### config.mk
export PLATFORM = sky130hd
export DESIGN_NAME = sopc_run_ctrl
export DESIGN_NICKNAME = d
export VERILOG_FILES = /design/src/rtl/sopc_run_ctrl_pkg.sv /design/src/rtl/sopc_halt_det.sv /design/src/rtl/sopc_run_ctrl.sv
export SDC_FILE = /design/constraint.sdc
export NUM_CORES = 1
export LEC_CHECK = 0
export BUFFER_PORTS_ARGS = -buffer_cell sky130_fd_sc_hd__buf_2
export CAP_MARGIN = 20
export CORE_ASPECT_RATIO = 0.5
export CORE_MARGIN = 3
export CORE_UTILIZATION = 61
export CTS_BUF_LIST = sky130_fd_sc_hd__clkbuf_4
export DETAILED_ROUTE_END_ITERATION = 10
export PLACE_DENSITY = 0.92
export REMOVE_ABC_BUFFERS = 1
export SLEW_MARGIN = 20
export SYNTH_ARGS = -nofsm -noshare
export SYNTH_HDL_FRONTEND = slang
export SYNTH_SLANG_ARGS = --single-unit
### constraint.sdc
create_clock -name clk -period 3.49 [get_ports clk]
set_input_delay 0.698 -clock clk [delete_from_list [all_inputs] [get_ports clk]]
set_output_delay 0.698 -clock clk [all_outputs]
set_load 0.1 [all_outputs]
### src/rtl/sopc_run_ctrl_pkg.sv
// sopc_run_ctrl_pkg: shared FSM encoding and reset polarity for the SOPC run controller.
package sopc_run_ctrl_pkg;
  typedef enum logic [1:0] {
    S_HOLD = 2'd0,
    S_REL  = 2'd1,
    S_RUN  = 2'd2,
    S_DONE = 2'd3
  } state_e;
  localparam logic RstEnable  = 1'b1;
  localparam logic RstDisable = 1'b0;
endpackage

### src/rtl/sopc_halt_det.sv
// sopc_halt_det: counts consecutive valid, identical fetch PCs and flags a halt.
module sopc_halt_det #(
  parameter int PC_W        = 32,
  parameter int HALT_CYCLES = 8
) (
  input  logic            clk,
  input  logic            rst,
  input  logic            clr,
  input  logic            en,
  input  logic [PC_W-1:0] pc_i,
  input  logic            pc_valid_i,
  output logic            halt_o
);
  localparam int MW = $clog2(HALT_CYCLES + 1);
  localparam logic [MW-1:0] HALT_N = MW'(HALT_CYCLES);
  logic [MW-1:0]   cnt_q, cnt_d;
  logic [PC_W-1:0] pc_q, pc_d;
  // A zero count means no valid sample since the last clear, so the next one always reloads.
  always_comb begin
    cnt_d = cnt_q;
    pc_d  = pc_q;
    if (clr) begin
      cnt_d = '0;
      pc_d  = '0;
    end else if (en && pc_valid_i) begin
      if (cnt_q != '0 && pc_i == pc_q) cnt_d = (cnt_q == HALT_N) ? cnt_q : cnt_q + 1'b1;
      else begin
        cnt_d = MW'(1);
        pc_d  = pc_i;
      end
    end
  end
  assign halt_o = en && pc_valid_i && (cnt_d == HALT_N);
  always_ff @(posedge clk or negedge rst) begin
    if (!rst) begin
      cnt_q <= '0;
      pc_q  <= '0;
    end else begin
      cnt_q <= cnt_d;
      pc_q  <= pc_d;
    end
  end
endmodule

### src/rtl/sopc_run_ctrl.sv
// sopc_run_ctrl: staggered reset release, run-cycle budget and halt supervision for the SOPC.
module sopc_run_ctrl
  import sopc_run_ctrl_pkg::*;
#(
  parameter int NUM_RST     = 2,
  parameter int RST_HOLD    = 10,
  parameter int STAGGER     = 1,
  parameter int MAX_CYCLES  = 75,
  parameter int HALT_CYCLES = 8,
  parameter int PC_W        = 32,
  parameter int CNT_W       = 32
) (
  input  logic               clk,
  input  logic               rst,
  input  logic               start_i,
  input  logic [PC_W-1:0]    pc_i,
  input  logic               pc_valid_i,
  output logic [NUM_RST-1:0] rst_o,
  output logic               run_o,
  output logic               done_o,
  output logic               timeout_o,
  output logic               halt_o,
  output logic [CNT_W-1:0]   cycle_cnt_o
);
  localparam logic [CNT_W-1:0] HOLD_LAST = CNT_W'(RST_HOLD - 1);
  localparam logic [CNT_W-1:0] REL_LAST  = CNT_W'((NUM_RST - 1) * STAGGER);
  localparam logic [CNT_W-1:0] MAX_C     = CNT_W'(MAX_CYCLES);
  state_e               state_q, state_d;
  logic [CNT_W-1:0]     cnt_q, cnt_d, cyc_q, cyc_d, cyc_inc;
  logic [NUM_RST-1:0]   rst_q, rst_d;
  logic                 timeout_q, timeout_d, halt_q, halt_d;
  logic                 det_halt, clr;
  assign clr     = (state_q == S_DONE) && start_i;
  assign cyc_inc = (&cyc_q) ? cyc_q : cyc_q + 1'b1;
  sopc_halt_det #(.PC_W(PC_W), .HALT_CYCLES(HALT_CYCLES)) u_halt_det (
    .clk       (clk),
    .rst       (rst),
    .clr       (clr),
    .en        (run_o),
    .pc_i      (pc_i),
    .pc_valid_i(pc_valid_i),
    .halt_o    (det_halt)
  );
  // cnt_q is shared: hold length in S_HOLD, release offset in S_REL, idle at zero otherwise.
  always_comb begin
    state_d   = state_q;
    cnt_d     = cnt_q;
    cyc_d     = cyc_q;
    rst_d     = rst_q;
    timeout_d = timeout_q;
    halt_d    = halt_q;
    case (state_q)
      S_HOLD: begin
        cnt_d   = (cnt_q == HOLD_LAST) ? '0 : cnt_q + 1'b1;
        state_d = (cnt_q == HOLD_LAST) ? S_REL : S_HOLD;
      end
      S_REL: begin
        for (int k = 0; k < NUM_RST; k++)
          if (cnt_q == CNT_W'(k * STAGGER)) rst_d[k] = RstDisable;
        cnt_d   = (cnt_q == REL_LAST) ? '0 : cnt_q + 1'b1;
        state_d = (cnt_q == REL_LAST) ? S_RUN : S_REL;
      end
      S_RUN: begin
        cyc_d     = cyc_inc;
        timeout_d = (MAX_CYCLES != 0) && (cyc_inc == MAX_C);
        halt_d    = det_halt;
        state_d   = (timeout_d || halt_d) ? S_DONE : S_RUN;
      end
      S_DONE: begin
        if (start_i) begin
          state_d   = S_HOLD;
          rst_d     = {NUM_RST{RstEnable}};
          timeout_d = 1'b0;
          halt_d    = 1'b0;
          cyc_d     = '0;
        end
      end
    endcase
  end
  always_ff @(posedge clk or negedge rst) begin
    if (!rst) begin
      state_q   <= S_HOLD;
      cnt_q     <= '0;
      cyc_q     <= '0;
      rst_q     <= {NUM_RST{RstEnable}};
      timeout_q <= 1'b0;
      halt_q    <= 1'b0;
    end else begin
      state_q   <= state_d;
      cnt_q     <= cnt_d;
      cyc_q     <= cyc_d;
      rst_q     <= rst_d;
      timeout_q <= timeout_d;
      halt_q    <= halt_d;
    end
  end
  assign rst_o       = rst_q;
  assign run_o       = (state_q == S_RUN);
  assign done_o      = (state_q == S_DONE);
  assign timeout_o   = timeout_q;
  assign halt_o      = halt_q;
  assign cycle_cnt_o = cyc_q;
endmodule

==> impl_metrics.yaml, run 1 <==
status:
  status: "complete, no violations"
synthesis:
  post_synth_main_area_contributors: "sky130_fd_sc_hd__dfrtp_1, sky130_fd_sc_hd__nand2_1, sky130_fd_sc_hd__xnor2_1, sky130_fd_sc_hd__nand3_1, sky130_fd_sc_hd__o21ai_0"
  synth-seq-area-share_pct: 43.4
  syn_inst: 708
  synth.ff_latch_count: 106
  dominantRegCellSynth: "sky130_fd_sc_hd__dfrtp_1"
  synth-warning-count: 0
  asyncSetResetFlopFracSynth_pct: 100
  synth_commonest_cells: "sky130_fd_sc_hd__nand2_1, sky130_fd_sc_hd__dfrtp_1, sky130_fd_sc_hd__nand3_1, sky130_fd_sc_hd__xnor2_1, sky130_fd_sc_hd__o21ai_0"
  cell_accounting_for_the_most_synthesized_area: "sky130_fd_sc_hd__dfrtp_1"
  synthMostInstantiatedCell: "sky130_fd_sc_hd__nand2_1"
  synth.distinct_cells: 60
  post-synth-top-area-fraction_pct: 42.5
  synthesis.area_um2: 6120
  syn_area_per_cell_um2: 8.64
  number_of_enable_flip_flop_cells_after_synthesis: 0
setup_path:
  critPathArrivalTime_ns: 3.60
  worst_setup_path_start_kind: "flip-flop"
  crit_type: "reg2reg"
  cp_capture_type: "flip-flop"
  crit_path_max_fanout: 12
  cp_data_required_time_ns: 3.91
final_layout:
  nets: 804
  synthToLayoutAreaGrowth_pct: 9.75
  num_antenna_cells: 0
  final_layout_size_suffix_gt1_share_pct: 14.7
  final_cell_count_no_fill: 902
clock_network:
  clk_pin_slew_worst_paths_ns: 0.18
  post_cts_resize_count: 0
  clkLatencyLatePin_ns: 0.47
  postCtsSetupRepairBufs: 0
  htree_levels: 3
  cts_buffers: 9
  hold_buffers: 0
  cts_tree: "yes"
  clock-root-buffer: "sky130_fd_sc_hd__clkbuf_4"
  tritoncts_num_sinks: 106
  ctsLongestPathBuffers: 2
sta:
  fmax_mhz: 315
  pins_over_their_slew_limit: 0
  finalCritPeriodShare_pct: 91.1
  clock-skew-final_ns: 0.0114
  setup_viol_count_final: 0
  final_period_minus_worst_setup_slack_ns: 3.18
  measured_slew_at_the_worst_slew_check_pin_ns: 1.04
  maxSlewHeadroom_pct: 30.5
  hold_viol: 0
  rsz_0062_raised_after_global_routing: "no"
global_routing:
  total_grt_usage_pct: 27.3
  first_global_vias: 5338
  maximum_number_of_pins_on_one_net_before_global_route_repair: 107
  antenna_violations_before_repair: 0
  grt_remaining_overflow: 0
  grt_first_pass_wirelength_um: 25700
route:
  via_count: 5612
  ant_nets: 0
  routedWlPerCell_um: 17.0
  dr.first_iter.drc_count: 505
  number_of_remaining_drc_errors: 0
  drt-vias-per-instance: 6.22
  routed_wirelength_um: 15300
  first_pass_iters: 5
min_path:
  min_path_type: "in2async"
power_and_ir_drop:
  p_leak_nw: 3.04
  power_density_normalized_to_cell_area_nw_per_um2: 320
  power.ir.vdd_worst_uv: 175
  p_total_mw: 2.15
die:
  die_x_um: 148
  design.portCount: 74
  core_area_um2: 9600
  dieArea_um2: 11300
  die_h_um: 76.8
  floorplan.initialDensity_pct: 63.7
  std_cell_rows: 25
placement:
  dp.cells: 886
  port_buffers: 73
  hpwlAfterDp_um: 10600
  routabilityCongestion: 0.901
flow_run:
  count_of_max_cap_constraint_violations: 0
critical path, cell delays in order, from the launching register on:
cell and delay (ns):
sky130_fd_sc_hd__dfrtp_1 0.50, sky130_fd_sc_hd__ha_1 0.32, sky130_fd_sc_hd__and3_1 0.32, sky130_fd_sc_hd__and4_4 0.22, sky130_fd_sc_hd__and3_1 0.29, sky130_fd_sc_hd__nor2_1 0.44
sky130_fd_sc_hd__nand4_1 0.14, sky130_fd_sc_hd__or4b_1 0.49, sky130_fd_sc_hd__nor4_2 0.24, sky130_fd_sc_hd__o22a_1 0.17
routing by layer:
| layer | wire [um] | vias up | track usage [%] |
|---|---|---|---|
| li1 | - | 2609 | - |
| met1 | 6540 | 2705 | 37.4 |
| met2 | 7400 | 265 | 44.7 |
| met3 | 1100 | 33 | 5.19 |
| met4 | 296 | 0 | 8.09 |
| met5 | 0 | - | 0 |
flip-flops by register name, summed over array words and instances, names as in the netlist, named ones only:
signal,flops
u_halt_det.pc_q,32
halt_o,1
cnt_q,32
u_halt_det.cnt_q,4
state_q,1
cycle_cnt_o,32
rst_o,2
timeout_o,1
stage by stage:
stage / TNS (ns) / setup slack, ns / util, % / hold WS, ns / area, um2
2_1_floorplan: -4.55 / -0.181 / - / 0.402 / 5930
3_3_place_gp: 0 / 0.599 / 68.2 / 0.462 / 6550
5_1_grt: 0 / 0.204 / 69.9 / 0.286 / 6720
4_1_cts: 0 / 0.366 / 69.9 / 0.281 / 6720
6_report: 0 / 0.311 / 69.9 / 0.257 / 6720
3_5_place_dp: 0 / 0.400 / 68.2 / 0.470 / 6550
worst paths after layout:
kind                       cells past startpoint           start                   to  slack [ns]
max                                            9  cycle_cnt_o[0]           state_q[0]        0.31
min                                            2             rst  u_halt_det.pc_q[23]        0.26
max reg2reg                                    9  cycle_cnt_o[0]           state_q[0]        0.31
min reg2reg                                    2          halt_o               halt_o        0.51
max in group asynchronous                      2             rst      cycle_cnt_o[11]        2.80
min in group clk                               3        pc_i[21]  u_halt_det.pc_q[21]        0.42
where the power goes:
part	total (mW)	switching [mW]	internal [mW]
clock	0.696	0.456	0.240
sequential	1.29	0.0262	1.26
combinational	0.166	0.0927	0.0732
total	2.15	0.575	1.58
placed cells by master, fill, tap and decap left out, types with 5 or more instances in the layout:
cell,Yosys,layout
sky130_fd_sc_hd__dfrtp_1,104,104
sky130_fd_sc_hd__xnor2_1,57,57
sky130_fd_sc_hd__and2_1,8,8
sky130_fd_sc_hd__ha_1,6,6
sky130_fd_sc_hd__clkbuf_4,1,9
sky130_fd_sc_hd__and4_1,9,9
sky130_fd_sc_hd__nor4_1,13,13
sky130_fd_sc_hd__buf_4,3,8
sky130_fd_sc_hd__nor3_1,16,16
sky130_fd_sc_hd__nand3_1,63,63
sky130_fd_sc_hd__nor2_1,42,42
sky130_fd_sc_hd__a21oi_1,20,20
sky130_fd_sc_hd__xor2_1,13,13
sky130_fd_sc_hd__and3_1,11,11
sky130_fd_sc_hd__a31oi_1,12,11
sky130_fd_sc_hd__nand4_1,24,24
sky130_fd_sc_hd__buf_2,8,72
sky130_fd_sc_hd__nand2b_1,5,5
sky130_fd_sc_hd__nand2_1,138,138
sky130_fd_sc_hd__o31ai_1,13,13
sky130_fd_sc_hd__inv_1,14,14
sky130_fd_sc_hd__o21ai_0,46,46
kinds of logic after synthesis:
kind of cell | Yosys count | synth area share, %
AOI/OAI and AO/OA | 115 | 11.5
xor gates and xnor gates | 70 | 10.0
adders and majority gates | 6 | 1.23
buffers and inverters | 53 | 3.93
DFF | 106 | 43.4
muxes | 2 | 0.327
and+or+nand+nor | 356 | 29.6
area by class of cell:
class                   count  area (um2)
fillers                   753        2890
repair buffers             81         440
inverters                  15        56.3
well taps                 135         169
clock inverters             7        97.6
flip-flops and latches    106        2660
clock buffers               9        67.6
multi-input cells         549        3230
Note: power is estimated with default switching activity, not from simulation.
==> run 2, diff against run 1 <==
BUFFER_PORTS_ARGS = -buffer_cell sky130_fd_sc_hd__buf_4   (was -buffer_cell sky130_fd_sc_hd__buf_2)
==> run 2 against run 1 <==
Net effect:
- maximum frequency rose by 1.9%
- combinational power rose by 7%
- critical path depth did not move
- cell area rose by 2.2%
- worst setup slack improved by 0.058 ns
- final cell count rose by 0.22%
- sequential share of layout area fell by 0.85 points
- register-to-register slack improved by 0.06 ns
- hold slack got worse by 0.028 ns
- clock skew rose by 0.011 ns
- die area did not move
- highest routed layer unchanged
==> impl_metrics.yaml, run 2 (synthesis results as in run 1) <==
placement:
  port_buffers: 73
  dp.cells: 888
  post_place_setup_slack_ns: 0.425
  routabilityCongestion: 0.918
  hpwlAfterDp_um: 10600
  placed_area_um2: 6730
sta:
  rsz_0062_raised_after_global_routing: "no"
  setup_viol_count_final: 0
  finalCritPeriodShare_pct: 89.4
  final_period_minus_worst_setup_slack_ns: 3.12
  fin_setup_tns_ns: 0
  clock-skew-final_ns: 0.0226
  maxSlewHeadroom_pct: 28.1
  hold_viol: 0
  finalWorstSetupSlack_ns: 0.369
  measured_slew_at_the_worst_slew_check_pin_ns: 1.07
  pins_over_their_slew_limit: 0
  fmax_mhz: 320
  worst_hold_slack_ns: 0.230
global_routing:
  antenna_violations_before_repair: 0
  grt_remaining_overflow: 0
  maximum_number_of_pins_on_one_net_before_global_route_repair: 59
  total_grt_usage_pct: 26.8
  first_global_vias: 5175
  grt_first_pass_wirelength_um: 24800
setup_path:
  cp_capture_type: "flip-flop"
  crit_type: "reg2reg"
  worst_setup_path_start_kind: "flip-flop"
  critPathArrivalTime_ns: 3.56
  crit_top_cell: "sky130_fd_sc_hd__and3_1"
  worst_r2r_path_cells: 9
  crit_path_max_fanout: 12
  crit-reg2reg-launch: "cycle_cnt_o[0]"
  cp_data_required_time_ns: 3.93
  timing.critical_path.slowest_stage_cell: "sky130_fd_sc_hd__dfrtp_1"
  cells_traversed_along_the_worst_timing_path: "ha_1, and3_1, and4_4, and3_1, nor2_1, nand4_1, or4b_1, nor4_2, o22a_1"
  r2r_end: "state_q[0]"
  worst-r2r-setup-slack_ns: 0.37
  cp_slowest_stage_delay_ns: 0.49
die:
  dieArea_um2: 11300
  floorplan.initialDensity_pct: 63.7
  design.portCount: 74
  core_area_um2: 9600
  die_h_um: 76.8
  die_x_um: 148
  std_cell_rows: 25
power_and_ir_drop:
  p_leak_nw: 3.10
  p_total_mw: 2.08
  power.ir.vdd_worst_uv: 152
  power_density_normalized_to_cell_area_nw_per_um2: 303
final_layout:
  fillers: 754
  synthToLayoutAreaGrowth_pct: 12.2
  finalCoreUtilization_pct: 71.5
  nets: 806
  final_layout_size_suffix_gt1_share_pct: 15.0
  num_antenna_cells: 0
  final_cell_count_no_fill: 904
  post-route-cell-area_um2: 6860
  final_common_cell: "sky130_fd_sc_hd__nand2_1"
  most-common-layout-cells: "sky130_fd_sc_hd__nand2_1, sky130_fd_sc_hd__dfrtp_1, sky130_fd_sc_hd__buf_4, sky130_fd_sc_hd__nand3_1, sky130_fd_sc_hd__xnor2_1"
clock_network:
  clkLatencyLatePin_ns: 0.50
  clk_pin_slew_worst_paths_ns: 0.17
  htree_levels: 3
  cts_tree: "yes"
  tritoncts_num_sinks: 106
  postCtsSetupRepairBufs: 0
  clock-root-buffer: "sky130_fd_sc_hd__clkbuf_4"
  post_cts_resize_count: 0
  hold_buffers: 0
  cts_buffers: 9
  ctsLongestPathBuffers: 2
min_path:
  min_path_type: "in2async"
route:
  via_count: 5487
  ant_nets: 0
  routedWlPerCell_um: 16.5
  dr.first_iter.drc_count: 373
  drt-vias-per-instance: 6.07
  routed_wirelength_um: 14900
  number_of_remaining_drc_errors: 0
  first_pass_iters: 5
flow_run:
  count_of_max_cap_constraint_violations: 0
status:
  status: "complete, no violations"
[run 2: cell types whose count changed in the layout (fill, tap and decap cells not counted)]
cell                         before  now
sky130_fd_sc_hd__buf_4            8   83
sky130_fd_sc_hd__buf_2           72    0
sky130_fd_sc_hd__inv_6            3    0
sky130_fd_sc_hd__inv_8            0    3
sky130_fd_sc_hd__clkinv_8         2    0
sky130_fd_sc_hd__clkinvlp_4       0    2
sky130_fd_sc_hd__buf_12           1    0
sky130_fd_sc_hd__bufinv_16        1    0
sky130_fd_sc_hd__clkinv_2         0    1
[run 2: worst max-delay path by stage]
| stage | startpoint | to | slack [ns] | depth (start not counted) |
|---|---|---|---|---|
| after detailed placement | cycle_cnt_o[0] | state_q[0] | 0.42 | 9 |
| after global routing | cycle_cnt_o[0] | state_q[0] | 0.15 | 9 |
| after floorplan | flip-flop | u_halt_det.cnt_q[0] | -0.18 | 5 |
| after CTS | cycle_cnt_o[0] | state_q[0] | 0.40 | 9 |
| after global placement | cycle_cnt_o[0] | state_q[0] | 0.58 | 9 |
| final | cycle_cnt_o[0] | state_q[0] | 0.37 | 9 |
[run 2: area by class of cell]
class | count | area (um2) | share of cell area [%]
Timing Repair Buffer | 83 | 623 | 9.08
Clock buffer | 9 | 67.6 | 0.985
Sequential cell | 106 | 2660 | 38.7
Multi-Input combinational cell | 549 | 3230 | 47.1
Inverter | 15 | 56.3 | 0.820
Tap cell | 135 | 169 | 2.46
Clock inverter | 7 | 62.6 | 0.912
[run 2: report_power, final]
group,total [mW],internal (mW),leakage (nW),switching [mW]
combinational,0.177,0.0840,1.74,0.0933
sequential,1.29,1.26,1.29,0.0248
clock,0.611,0.161,0.0679,0.450
total,2.08,1.51,3.10,0.568
[run 2: per-layer routing]
metal,routed length [um],part of all wire (%),global-route usage (%),vias up
met4,209,1.4,8.46,0
li1,-,-,-,2604
met2,7080,48,42.8,183
met3,919,6.2,6.02,25
met1,6690,45,36.6,2675
met5,0,0,0,-
[run 2: critical path: cells and delay by family, from the launching register on]
| kind | cells | cell delay, ns |
|---|---|---|
| compound gates | 1 | 0.17 |
| fa+ha+maj | 1 | 0.31 |
| flops | 1 | 0.49 |
| simple gates | 7 | 2.09 |
==> run 3, diff against run 2 <==
CAP_MARGIN = 5   (was 20)
CORE_UTILIZATION = 43   (was 61)
PLACE_DENSITY = 0.71   (was 0.92)
clock period = 3.7 ns   (was 3.49 ns; I/O delays follow)
==> run 3 against run 2 <==
Net effect:
- final cell count up 5.9%
- non-clock buffer count down 4
- total power down 4.9%
- critical path type unchanged
- sequential share of layout area down 0.34 points
- first-iteration DRC count up 14%
==> impl_metrics.yaml, run 3 (synthesis results as in run 1) <==
die:
  die_x_um: 175
  std_cell_rows: 30
  design.portCount: 74
  floorplan.initialDensity_pct: 44.5
  dieArea_um2: 15800
  core_area_um2: 13700
  die_h_um: 90.3
sta:
  final_period_minus_worst_setup_slack_ns: 3.18
  hold_viol: 0
  maxSlewHeadroom_pct: 43.6
  rsz_0062_raised_after_global_routing: "no"
  setup_viol_count_final: 0
  clock-skew-final_ns: 0.0319
  fmax_mhz: 315
  pins_over_their_slew_limit: 0
  measured_slew_at_the_worst_slew_check_pin_ns: 0.846
  finalCritPeriodShare_pct: 85.9
  fin_setup_tns_ns: 0
min_path:
  min_path_type: "in2async"
final_layout:
  synthToLayoutAreaGrowth_pct: 13.1
  finalCoreUtilization_pct: 50.4
  final_common_cell: "sky130_fd_sc_hd__nand2_1"
  final_cell_count_no_fill: 957
  nets: 802
  fillers: 1327
  num_antenna_cells: 0
  most-common-layout-cells: "sky130_fd_sc_hd__nand2_1, sky130_fd_sc_hd__dfrtp_1, sky130_fd_sc_hd__buf_4, sky130_fd_sc_hd__nand3_1, sky130_fd_sc_hd__xnor2_1"
  final_layout_size_suffix_gt1_share_pct: 14.6
clock_network:
  post_cts_resize_count: 0
  htree_levels: 3
  cts_tree: "yes"
  clock-root-buffer: "sky130_fd_sc_hd__clkbuf_4"
  ctsLongestPathBuffers: 2
  hold_buffers: 0
  tritoncts_num_sinks: 106
  postCtsSetupRepairBufs: 0
  clkLatencyLatePin_ns: 0.49
  cts_buffers: 9
  clk_pin_slew_worst_paths_ns: 0.17
setup_path:
  cp_slowest_stage_delay_ns: 0.51
  worst_r2r_path_cells: 9
  crit-reg2reg-launch: "cycle_cnt_o[0]"
  cells_traversed_along_the_worst_timing_path: "ha_1, and3_1, and4_4, and3_1, nor2_1, nand4_1, or4b_1, nor4_2, o22a_1"
  r2r_end: "state_q[0]"
  worst-r2r-setup-slack_ns: 0.52
  worst_setup_path_start_kind: "flip-flop"
  timing.critical_path.slowest_stage_cell: "sky130_fd_sc_hd__or4b_1"
  cp_data_required_time_ns: 4.12
  crit_top_cell: "sky130_fd_sc_hd__and3_1"
  crit_type: "reg2reg"
  crit_path_max_fanout: 12
  critPathArrivalTime_ns: 3.60
  cp_capture_type: "flip-flop"
flow_run:
  count_of_max_cap_constraint_violations: 0
global_routing:
  grt_remaining_overflow: 0
  antenna_violations_before_repair: 0
  grt_first_pass_wirelength_um: 25400
  maximum_number_of_pins_on_one_net_before_global_route_repair: 63
  total_grt_usage_pct: 19.4
  first_global_vias: 5082
placement:
  hpwlAfterDp_um: 10700
  routabilityCongestion: 0.926
  port_buffers: 73
  dp.cells: 941
route:
  dr.first_iter.drc_count: 425
  via_count: 5340
  routedWlPerCell_um: 15.7
  ant_nets: 0
  number_of_remaining_drc_errors: 0
  drt-vias-per-instance: 5.58
  first_pass_iters: 5
  routed_wirelength_um: 15000
power_and_ir_drop:
  power.ir.vdd_worst_uv: 161
  power_density_normalized_to_cell_area_nw_per_um2: 285
  p_leak_nw: 3.09
status:
  status: "complete, no violations"
run 3: cell type report:
class | count | area (um2) | area share (%)
multi-input cells | 549 | 3230 | 46.7
flip-flops and latches | 106 | 2660 | 38.4
repair buffers | 79 | 606 | 8.75
well taps | 192 | 240 | 3.47
clock buffers | 9 | 67.6 | 0.976
clock inverters | 7 | 66.3 | 0.958
inverters | 15 | 56.3 | 0.813
run 3: report_power, final:
group          total [mW]  switching (mW)  internal [mW]
combinational       0.165          0.0855         0.0793
sequential           1.21          0.0232           1.19
clock               0.594           0.436          0.158
total                1.97           0.545           1.43
run 3: routing by layer:
| layer | track usage [%] | routed length, um |
|---|---|---|
| met1 | 27.4 | 7100 |
| met2 | 30.7 | 6920 |
| met3 | 3.53 | 751 |
| met4 | 5.24 | 251 |
| met5 | 0 | 0 |
run 3: worst max-delay path by stage:
stage / start / endpoint / slack, ns
after floorplan: flip-flop / u_halt_det.cnt_q[0] / 0.03
after global placement: cycle_cnt_o[0] / state_q[0] / 0.77
after detailed placement: cycle_cnt_o[0] / state_q[0] / 0.63
after CTS: cycle_cnt_o[0] / state_q[0] / 0.59
after global routing: cycle_cnt_o[0] / state_q[0] / 0.23
final: cycle_cnt_o[0] / state_q[0] / 0.52
run 3: per-stage QoR:
step | hold WS (ns) | total power [mW] | area [um2] | setup slack (ns)
final | 0.327 | 1.97 | 6920 | 0.523
after global routing | 0.371 | 2.06 | 6920 | 0.233
after floorplan | 0.444 | 1.32 | 5930 | 0.0293
after detailed placement | 0.479 | 1.40 | 6790 | 0.631
after global placement | 0.466 | 1.40 | 6790 | 0.769
after CTS | 0.350 | 2.00 | 6920 | 0.587
run 3: worst max-delay path, delay by kind of cell, from the launching register on:
| kind | cells | cell delay [ns] |
|---|---|---|
| AO/OA/AOI/OAI | 1 | 0.17 |
| adder cells (fa/ha/maj) | 1 | 0.31 |
| flip-flops | 1 | 0.49 |
| AND/OR/NAND/NOR | 7 | 2.15 |
